### src/rtl/fetch_queue_if.sv
// Fetch-queue signal bundle: memory request/response, ID-side handshake and MEM redirect.
// The master side is the fetch queue itself; the slave side is its environment.
interface fetch_queue_if #(
  parameter int DEPTH = 4
);
  localparam int CNT_W = $clog2(DEPTH) + 1;

  logic             redirect;
  logic [31:0]      redirect_pc;
  logic             imem_req;
  logic [31:0]      imem_addr;
  logic             imem_rvalid;
  logic [31:0]      imem_rdata;
  logic             id_valid;
  logic             id_ready;
  logic [31:0]      id_instr;
  logic [31:0]      id_pc4;
  logic [CNT_W-1:0] count;

  modport master (
    input  redirect, redirect_pc, imem_rvalid, imem_rdata, id_ready,
    output imem_req, imem_addr, id_valid, id_instr, id_pc4, count
  );

  modport slave (
    output redirect, redirect_pc, imem_rvalid, imem_rdata, id_ready,
    input  imem_req, imem_addr, id_valid, id_instr, id_pc4, count
  );
endinterface

### src/rtl/fetch_queue.sv
// Instruction fetch queue: owns the fetch PC, keeps at most one word fetch in flight and
// buffers {pc+4, instr} pairs for the IF/ID register; a MEM redirect flushes and refetches.
module fetch_queue #(
  parameter int          DEPTH    = 4,
  parameter logic [31:0] RESET_PC = 32'd0
) (
  input  logic          clk_i,
  input  logic          rst_i,
  fetch_queue_if.master bus
);
  localparam int DATA_W = 32;
  localparam int PTR_W  = $clog2(DEPTH);
  localparam int CNT_W  = PTR_W + 1;

  typedef enum logic [1:0] {IDLE, WAIT, DROP} state_t;

  state_t              state, state_nxt;
  logic [DATA_W-1:0]   fetch_pc;
  logic [PTR_W-1:0]    head, tail;
  logic [CNT_W-1:0]    count;
  logic [DATA_W-1:0]   instr_mem [DEPTH];
  logic [DATA_W-1:0]   pc4_mem   [DEPTH];

  logic                issue, push, pop, room, id_valid;
  logic [CNT_W:0]      occ;

  function automatic logic [PTR_W-1:0] ptr_inc(input logic [PTR_W-1:0] p);
    return p + PTR_W'(1);
  endfunction

  always_ff @(posedge clk_i or posedge rst_i) begin
    if (rst_i) state <= IDLE;
    else       state <= state_nxt;
  end

  // Capacity check counts the outstanding kept response but ignores a same-cycle pop.
  always_comb begin
    state_nxt = state;
    issue     = 1'b0;
    push      = 1'b0;
    occ       = {1'b0, count} + {{CNT_W{1'b0}}, (state == WAIT)};
    room      = (occ < (CNT_W + 1)'(DEPTH));
    if (bus.redirect) begin
      state_nxt = (state != IDLE && !bus.imem_rvalid) ? DROP : IDLE;
    end else begin
      case (state)
        IDLE: begin
          issue     = room;
          state_nxt = room ? WAIT : IDLE;
        end
        WAIT: begin
          if (bus.imem_rvalid) begin
            push      = 1'b1;
            issue     = room;
            state_nxt = room ? WAIT : IDLE;
          end
        end
        DROP: begin
          if (bus.imem_rvalid) state_nxt = IDLE;
        end
        default: state_nxt = IDLE;
      endcase
    end
  end

  assign id_valid = (count != '0);
  assign pop      = id_valid && bus.id_ready && !bus.redirect;

  always_ff @(posedge clk_i or posedge rst_i) begin
    if (rst_i) begin
      fetch_pc <= RESET_PC;
      head     <= '0;
      tail     <= '0;
      count    <= '0;
    end else if (bus.redirect) begin
      fetch_pc <= bus.redirect_pc;
      head     <= '0;
      tail     <= '0;
      count    <= '0;
    end else begin
      if (issue) fetch_pc <= fetch_pc + 32'd4;
      if (push)  tail     <= ptr_inc(tail);
      if (pop)   head     <= ptr_inc(head);
      if (push && !pop)      count <= count + CNT_W'(1);
      else if (pop && !push) count <= count - CNT_W'(1);
    end
  end

  // In WAIT the fetch PC has already advanced past the outstanding request, so it is that request's pc+4.
  always_ff @(posedge clk_i) begin
    if (push) begin
      instr_mem[tail] <= bus.imem_rdata;
      pc4_mem[tail]   <= fetch_pc;
    end
  end

  assign bus.imem_req  = issue && !rst_i;
  assign bus.imem_addr = fetch_pc;
  assign bus.id_valid  = id_valid;
  assign bus.id_instr  = id_valid ? instr_mem[head] : '0;
  assign bus.id_pc4    = id_valid ? pc4_mem[head]   : '0;
  assign bus.count     = count;

endmodule

### src/flat_wrapper.sv
// flat-port wrapper written by rule: the top's interface ports become plain ports
module fetch_queue_flat 
#(
  parameter int          DEPTH    = 4,
  parameter logic [31:0] RESET_PC = 32'd0
)
  (clk_i, rst_i, bus_redirect, bus_redirect_pc, bus_imem_rvalid, bus_imem_rdata, bus_id_ready, bus_imem_req, bus_imem_addr, bus_id_valid, bus_id_instr, bus_id_pc4, bus_count);
  fetch_queue_if #(.DEPTH(DEPTH)) bus_i ();
  input  logic clk_i;
  input  logic rst_i;
  input wire logic [$bits(bus_i.redirect)-1:0] bus_redirect;
  input wire logic [$bits(bus_i.redirect_pc)-1:0] bus_redirect_pc;
  input wire logic [$bits(bus_i.imem_rvalid)-1:0] bus_imem_rvalid;
  input wire logic [$bits(bus_i.imem_rdata)-1:0] bus_imem_rdata;
  input wire logic [$bits(bus_i.id_ready)-1:0] bus_id_ready;
  output wire logic [$bits(bus_i.imem_req)-1:0] bus_imem_req;
  output wire logic [$bits(bus_i.imem_addr)-1:0] bus_imem_addr;
  output wire logic [$bits(bus_i.id_valid)-1:0] bus_id_valid;
  output wire logic [$bits(bus_i.id_instr)-1:0] bus_id_instr;
  output wire logic [$bits(bus_i.id_pc4)-1:0] bus_id_pc4;
  output wire logic [$bits(bus_i.count)-1:0] bus_count;
  assign bus_i.redirect = bus_redirect;
  assign bus_i.redirect_pc = bus_redirect_pc;
  assign bus_i.imem_rvalid = bus_imem_rvalid;
  assign bus_i.imem_rdata = bus_imem_rdata;
  assign bus_i.id_ready = bus_id_ready;
  assign bus_imem_req = bus_i.imem_req;
  assign bus_imem_addr = bus_i.imem_addr;
  assign bus_id_valid = bus_i.id_valid;
  assign bus_id_instr = bus_i.id_instr;
  assign bus_id_pc4 = bus_i.id_pc4;
  assign bus_count = bus_i.count;
  fetch_queue #(.DEPTH(DEPTH), .RESET_PC(RESET_PC)) u_core (.clk_i(clk_i), .rst_i(rst_i), .bus(bus_i));
endmodule
### config.mk
export PLATFORM = sky130hd
export DESIGN_NAME = fetch_queue_flat
export DESIGN_NICKNAME = d
export VERILOG_FILES = /design/src/rtl/fetch_queue_if.sv /design/src/rtl/fetch_queue.sv /design/src/flat_wrapper.sv
export SDC_FILE = /design/constraint.sdc
export NUM_CORES = 1
export LEC_CHECK = 0
export BUFFER_PORTS_ARGS = -buffer_cell sky130_fd_sc_hd__buf_2
export CAP_MARGIN = 20
export CORE_MARGIN = 4
export CORE_UTILIZATION = 57
export DETAILED_ROUTE_END_ITERATION = 12
export GPL_ROUTABILITY_DRIVEN = 1
export PLACE_DENSITY = 0.79
export REMOVE_ABC_BUFFERS = 1
export SLEW_MARGIN = 20
export SYNTH_ARGS = -nofsm -noshare
export SYNTH_HDL_FRONTEND = slang
export SYNTH_SLANG_ARGS = --single-unit
### constraint.sdc
create_clock -name clk_i -period 4.1 [get_ports clk_i]
set_input_delay 0.615 -clock clk_i [delete_from_list [all_inputs] [get_ports clk_i]]
set_output_delay 0.615 -clock clk_i [all_outputs]
set_load 0.03 [all_outputs]
## Word-level counts from Yosys, hierarchy flattened

Memories as Yosys holds them, arrays and structs flattened.
Index checks and enable logic that the tools add are counted.

| storage, ports and cells | value |
|---|---|
| register bits | 41 |
| bits in latches | 0 |
| RAM bits | 256 |
| ROM bits | 0 |
| input bits | 69 |
| output and inout port bits | 101 |
| logic and storage cells | 62 |
| memories kept | 2 |

Memory list:

| memory | words | bits a word | read ports | clocked after Yosys merged registers in | wr ports | line | RTL |
|---|---|---|---|---|---|---|---|
| u_core.instr_mem | 4 | 32 | 1 | 0 | 1 | fetch_queue.sv:21 | `logic [DATA_W-1:0] instr_mem [DEPTH];` |
| u_core.pc4_mem | 4 | 32 | 1 | 0 | 1 | fetch_queue.sv:22 | `logic [DATA_W-1:0] pc4_mem [DEPTH];` |

| cells by class | value |
|---|---|
| add/subtract/negate cells | 6 |
| multiply operators | 0 |
| div/mod/pow operators | 0 |
| order comparisons | 1 |
| equal/unequal tests | 4 |
| shift operators | 0 |
| mux-type cells | 25 |
| bitwise gates (word level) | 0 |
| reduce and logical (&&, ||, !) cells | 19 |

Operator list:

| operator | number |
|---|---|
| $mux 32 | 4 |
| $add 32x3->32 const B | 1 |
| $mux 2 | 8 |
| $mux 3 | 3 |
| $mux 1 | 8 |
| $reduce_bool 2->1 | 4 |
| $logic_and 1x1->1 | 6 |
| $ne 3x3->1 const B | 2 |
| $pmux 2 s3 | 1 |
| $reduce_bool 3->1 | 2 |
| $logic_not 1->1 | 5 |
| $add 2x1->2 const B | 2 |
| $add 3x1->4 | 1 |
| $lt 4x3->1 const B | 1 |
| $add 3x1->3 const B | 1 |
| $sub 3x1->3 const B | 1 |
| $eq 2x1->1 const B | 1 |
| $eq 2x2->1 const B | 1 |
| $logic_not 2->1 | 1 |
| $pmux 1 s2 | 1 |
| $reduce_and 2->1 | 1 |

## Logic depth before layout (Yosys ltp)

| logic depth | value |
|---|---|
| word-level depth | 8 |
| gate-level depth with buffers | 8 |
| gate-level depth less buffers | 7 |

## Least setup slack after synthesis

Ideal clock, no wire load.

| timing | value |
|---|---|
| kind | input port to flip-flop |
| start | input port bus_redirect |
| end | memory u_core.instr_mem[0][0], enable pin |
| setup time | 0.429 ns |
| arrival | 2.744 ns |
| required time | 3.671 ns |
| path slack | 0.928 ns |
| stages on the path | 4 |
| path buffers | 2 |
| cell sequence | clkbuf_1 > buf_1 > nor2_1 > and2_1 |

| on the way | value |
|---|---|
| word-level cells in the longest chain between the ends | 3 |

Ends and longest elaborated chain:

| element | line | RTL |
|---|---|---|
| from (decl) | flat_wrapper.sv:11 | `input wire logic [$bits(bus_i.redirect)-1:0] bus_redirect;` |
| $mux 1 | fetch_queue.sv:43 | `if (bus.redirect) begin` |
| $mux 1 | fetch_queue.sv:91 | `if (push) begin` |
| $mux 1 (not written as such) | fetch_queue.sv:92 | `instr_mem[tail] <= bus.imem_rdata;` |
| to (decl) | fetch_queue.sv:21 |  |

Every way passes these cells.

## Final worst setup path

| timing | value |
|---|---|
| start | register u_core.head[0] |
| end | output port bus_id_instr[19] |

| on the way | value |
|---|---|
| word-level cells in the longest chain between the ends | 2 |

Ends and longest elaborated chain:

| element | line | RTL |
|---|---|---|
| from (decl) | fetch_queue.sv:19 | `logic [PTR_W-1:0] head, tail;` |
| from (signal assigned) | fetch_queue.sv:83 | `if (pop) head <= ptr_inc(head);` |
| $mem_v2 4x32 | - |  |
| $mux 32 | fetch_queue.sv:100 | `assign bus.id_instr = id_valid ? instr_mem[head] : '0;` |
| to (decl) | flat_wrapper.sv:19 | `output wire logic [$bits(bus_i.id_instr)-1:0] bus_id_instr;` |

Every way passes these cells.

==> results.ini <==
[route]
vias_per_cell=5.99
drtIter0Drc=485
drt_wl_total_mm=25.3
post_drt_wl_per_cell_um=21.6
route.detailed.drc=0
drt-pass1-iter-count=5
via_count=7026
ant_nets=0

[clock_network]
cts.path.max_buffers=3
cts_made_buffers=30
insertion_delay_ns=0.54
holdBufCountCts=0
postCtsResizedCells=0
cts.sinks=297
root_buffer=clkbuf_16
cts_max_level=1
cts_post_setup_buffers_inserted=0
cts.clk_slew.worst_paths_ns=0.06
tritoncts=built

[global_route]
grt_pass1_vias=7202
grt_usage_pct=21.4
grt_start_max_net_pins=66
overflow=0
grt_pass1_wl_mm=40.2
antenna_found_initial=0

[placement]
place.detailed.hpwl_mm=15.7
gp_congestion=0.868
portBuffers=169

[power]
p_int_mw=6.09
clkPwrFrac_pct=29.2
power_frac_comb_pct=30.2
p_seq_share_pct=40.6
p_leak_nw=5.09
power_density_nw_per_um2=642
ir_drop_v=0.000358
p_sw_mw=3.11
swShare_pct=33.8

[synth]
synth.top_cells.by_count=edfxtp_1, and2_1, mux4_2
syn_inst=699
synth-seq-cells=297
synth_area_leaders=edfxtp_1, mux4_2, dfrtp_1, and2_1, nor2_1
netlist.area_leader.share_pct=63.2
synth_enable_flop_cells=256
seq_area_frac_synth_pct=71.6
avgSynthCellArea_um2=17.4
synth_cell_types=54
synth_top_cell_by_area=edfxtp_1
yosysMostFrequentCell=edfxtp_1
synth_warnings=0
synth_flop_cell=edfxtp_1
synthArstFlopShare_pct=13.8
netlist_area_um2=12200

[worst_setup_path]
cpPeakStageDelay_ns=0.90
critPathLaunch=u_core.head[0]
cp-start-kind=flip-flop
r2r-end=u_core.instr_mem[2][2]
reg2reg_slack_ns=1.33
r2r_start=u_core.state[0]
ff2ff_path_depth=3
end_kind=output pin
worstSetupPathType=flip-flop to output pin
arrival_ns=2.66
slowest_stage=dfrtp_4
crit_chain=buf_4, mux4_2, and2_1, buf_2
crit_cells=4
crit_required_ns=3.48
path_max_fanout=36
cp.buffers_inverters=2
cp_top_family=flip-flops
crit_end=bus_id_instr[19]

[timing]
finalCriticalPeriod_ns=3.28
final-hold-violation-count=0
tightestPinTransition_ns=0.993
period_share_pct=80.0
max_freq_ghz=0.305
worst_clock_skew_ns=0.0129
hold_ws_ns=0.226
slew_headroom_pct=33.8
setup_viol=0
final-max-slew-violation-count=0
rsz0062_at_grt=false

[finish]
multi_input_area_um2=3250
drive_gt1_share_pct=34.5
seqCellArea_um2=8720
final_core_util_pct=68.2
final_nets=949
nFillCells=1394
antenna_cells=0
area_delta_synth_final_pct=17.8

[floorplanning]
dieWidth_um=154
rows=53
design.die.area_um2=23800
die_y_um=154
pin_count=170
core_area_um2=21000
initial_utilization_pct=57.9

[status]
status=finished, final reports clean

[min_path]
hold_path_class=input port to async pin

[flow_run]
cap_violations=0

## power by group through the flow
| stage | Clock [mW] | Sequential, mW | Combinational (mW) |
|---|---|---|---|
| 3_5_place_dp | 0 | 3.80 | 2.81 |
| 4_1_cts | 2.73 | 3.74 | 2.82 |
| 5_1_grt | 2.87 | 3.77 | 2.98 |
| 3_3_place_gp | 0 | 3.79 | 2.79 |
| 6_report | 2.69 | 3.73 | 2.78 |
| 2_1_floorplan | 0 | 3.86 | 1.86 |
## worst min-delay path, stage by stage
cell and delay [ns]:
buf_2 0.10, clkinv_1 0.03, buf_4 0.47
## cells in the final DEF (no fill, tap or decap), types with 9 or more instances in the layout
master	synthesis	routed
and2_1	71	67
o21ai_0	16	16
mux4_2	64	64
clkbuf_16	0	31
dfrtp_1	41	39
buf_2	4	169
a31oi_1	17	17
nand3_1	20	20
nor2_1	30	30
nand2_1	22	22
edfxtp_1	256	256
nand4_1	10	10
inv_1	15	14
buf_4	0	9
## cell type report
class / instances / share of cell area, %
Clock buffer: 40 / 5.92
Sequential cell: 297 / 60.8
Timing Repair Buffer: 181 / 6.79
Clock inverter: 16 / 1.03
Multi-Input combinational cell: 348 / 22.6
Inverter: 16 / 0.419
Tap cell: 275 / 2.40
## flip-flops by register name, summed over array words and instances, names as in the netlist
signal	flops
u_core.bus.count	3
u_core.bus.imem_addr	32
u_core.head	2
u_core.instr_mem	128
u_core.pc4_mem	128
u_core.state	2
u_core.tail	2
## kinds of logic (layout without fill, tap and decap cells)
family,after synthesis,count (layout),synth area share [%]
AOI/OAI and AO/OA,73,73,4.09
xor gates and xnor gates,10,10,0.720
adders and majority gates,6,6,0.679
buffers and inverters,54,253,1.83
DFF,297,297,71.6
muxes,69,69,12.3
and+or+nand+nor,190,190,8.81
## metrics by stage
stage	TNS [ns]	power (mW)	instance area, um2	setup slack [ns]	std cells
after floorplan	-1.56	5.72	12000	-0.0244	661
after global placement	0	6.58	13300	1.30	1117
after detailed placement	0	6.61	13300	1.31	1117
after CTS	0	9.29	14300	0.734	1173
after global routing	0	9.62	14300	0.598	1173
final	0	9.20	14300	0.821	1173
## worst min-delay path by stage
| stage | to | start |
|---|---|---|
| floorplan | u_core.state[0] | u_core.state[1] |
| global placement | u_core.pc4_mem[3][1] | u_core.bus.imem_addr[1] |
| detailed placement | u_core.pc4_mem[2][1] | u_core.bus.imem_addr[1] |
| CTS | u_core.bus.imem_addr[30] | rst_i |
| global route | u_core.bus.imem_addr[2] | rst_i |
| finish | u_core.bus.imem_addr[6] | rst_i |
## per-layer routing
| layer | wire length [um] | GRT usage [%] |
|---|---|---|
| met1 | 10500 | 31.8 |
| met3 | 2320 | 4.56 |
| met2 | 12200 | 34.2 |
| met5 | 0 | 0 |
| met4 | 280 | 3.66 |
Note: power is estimated with default switching activity, not from simulation.
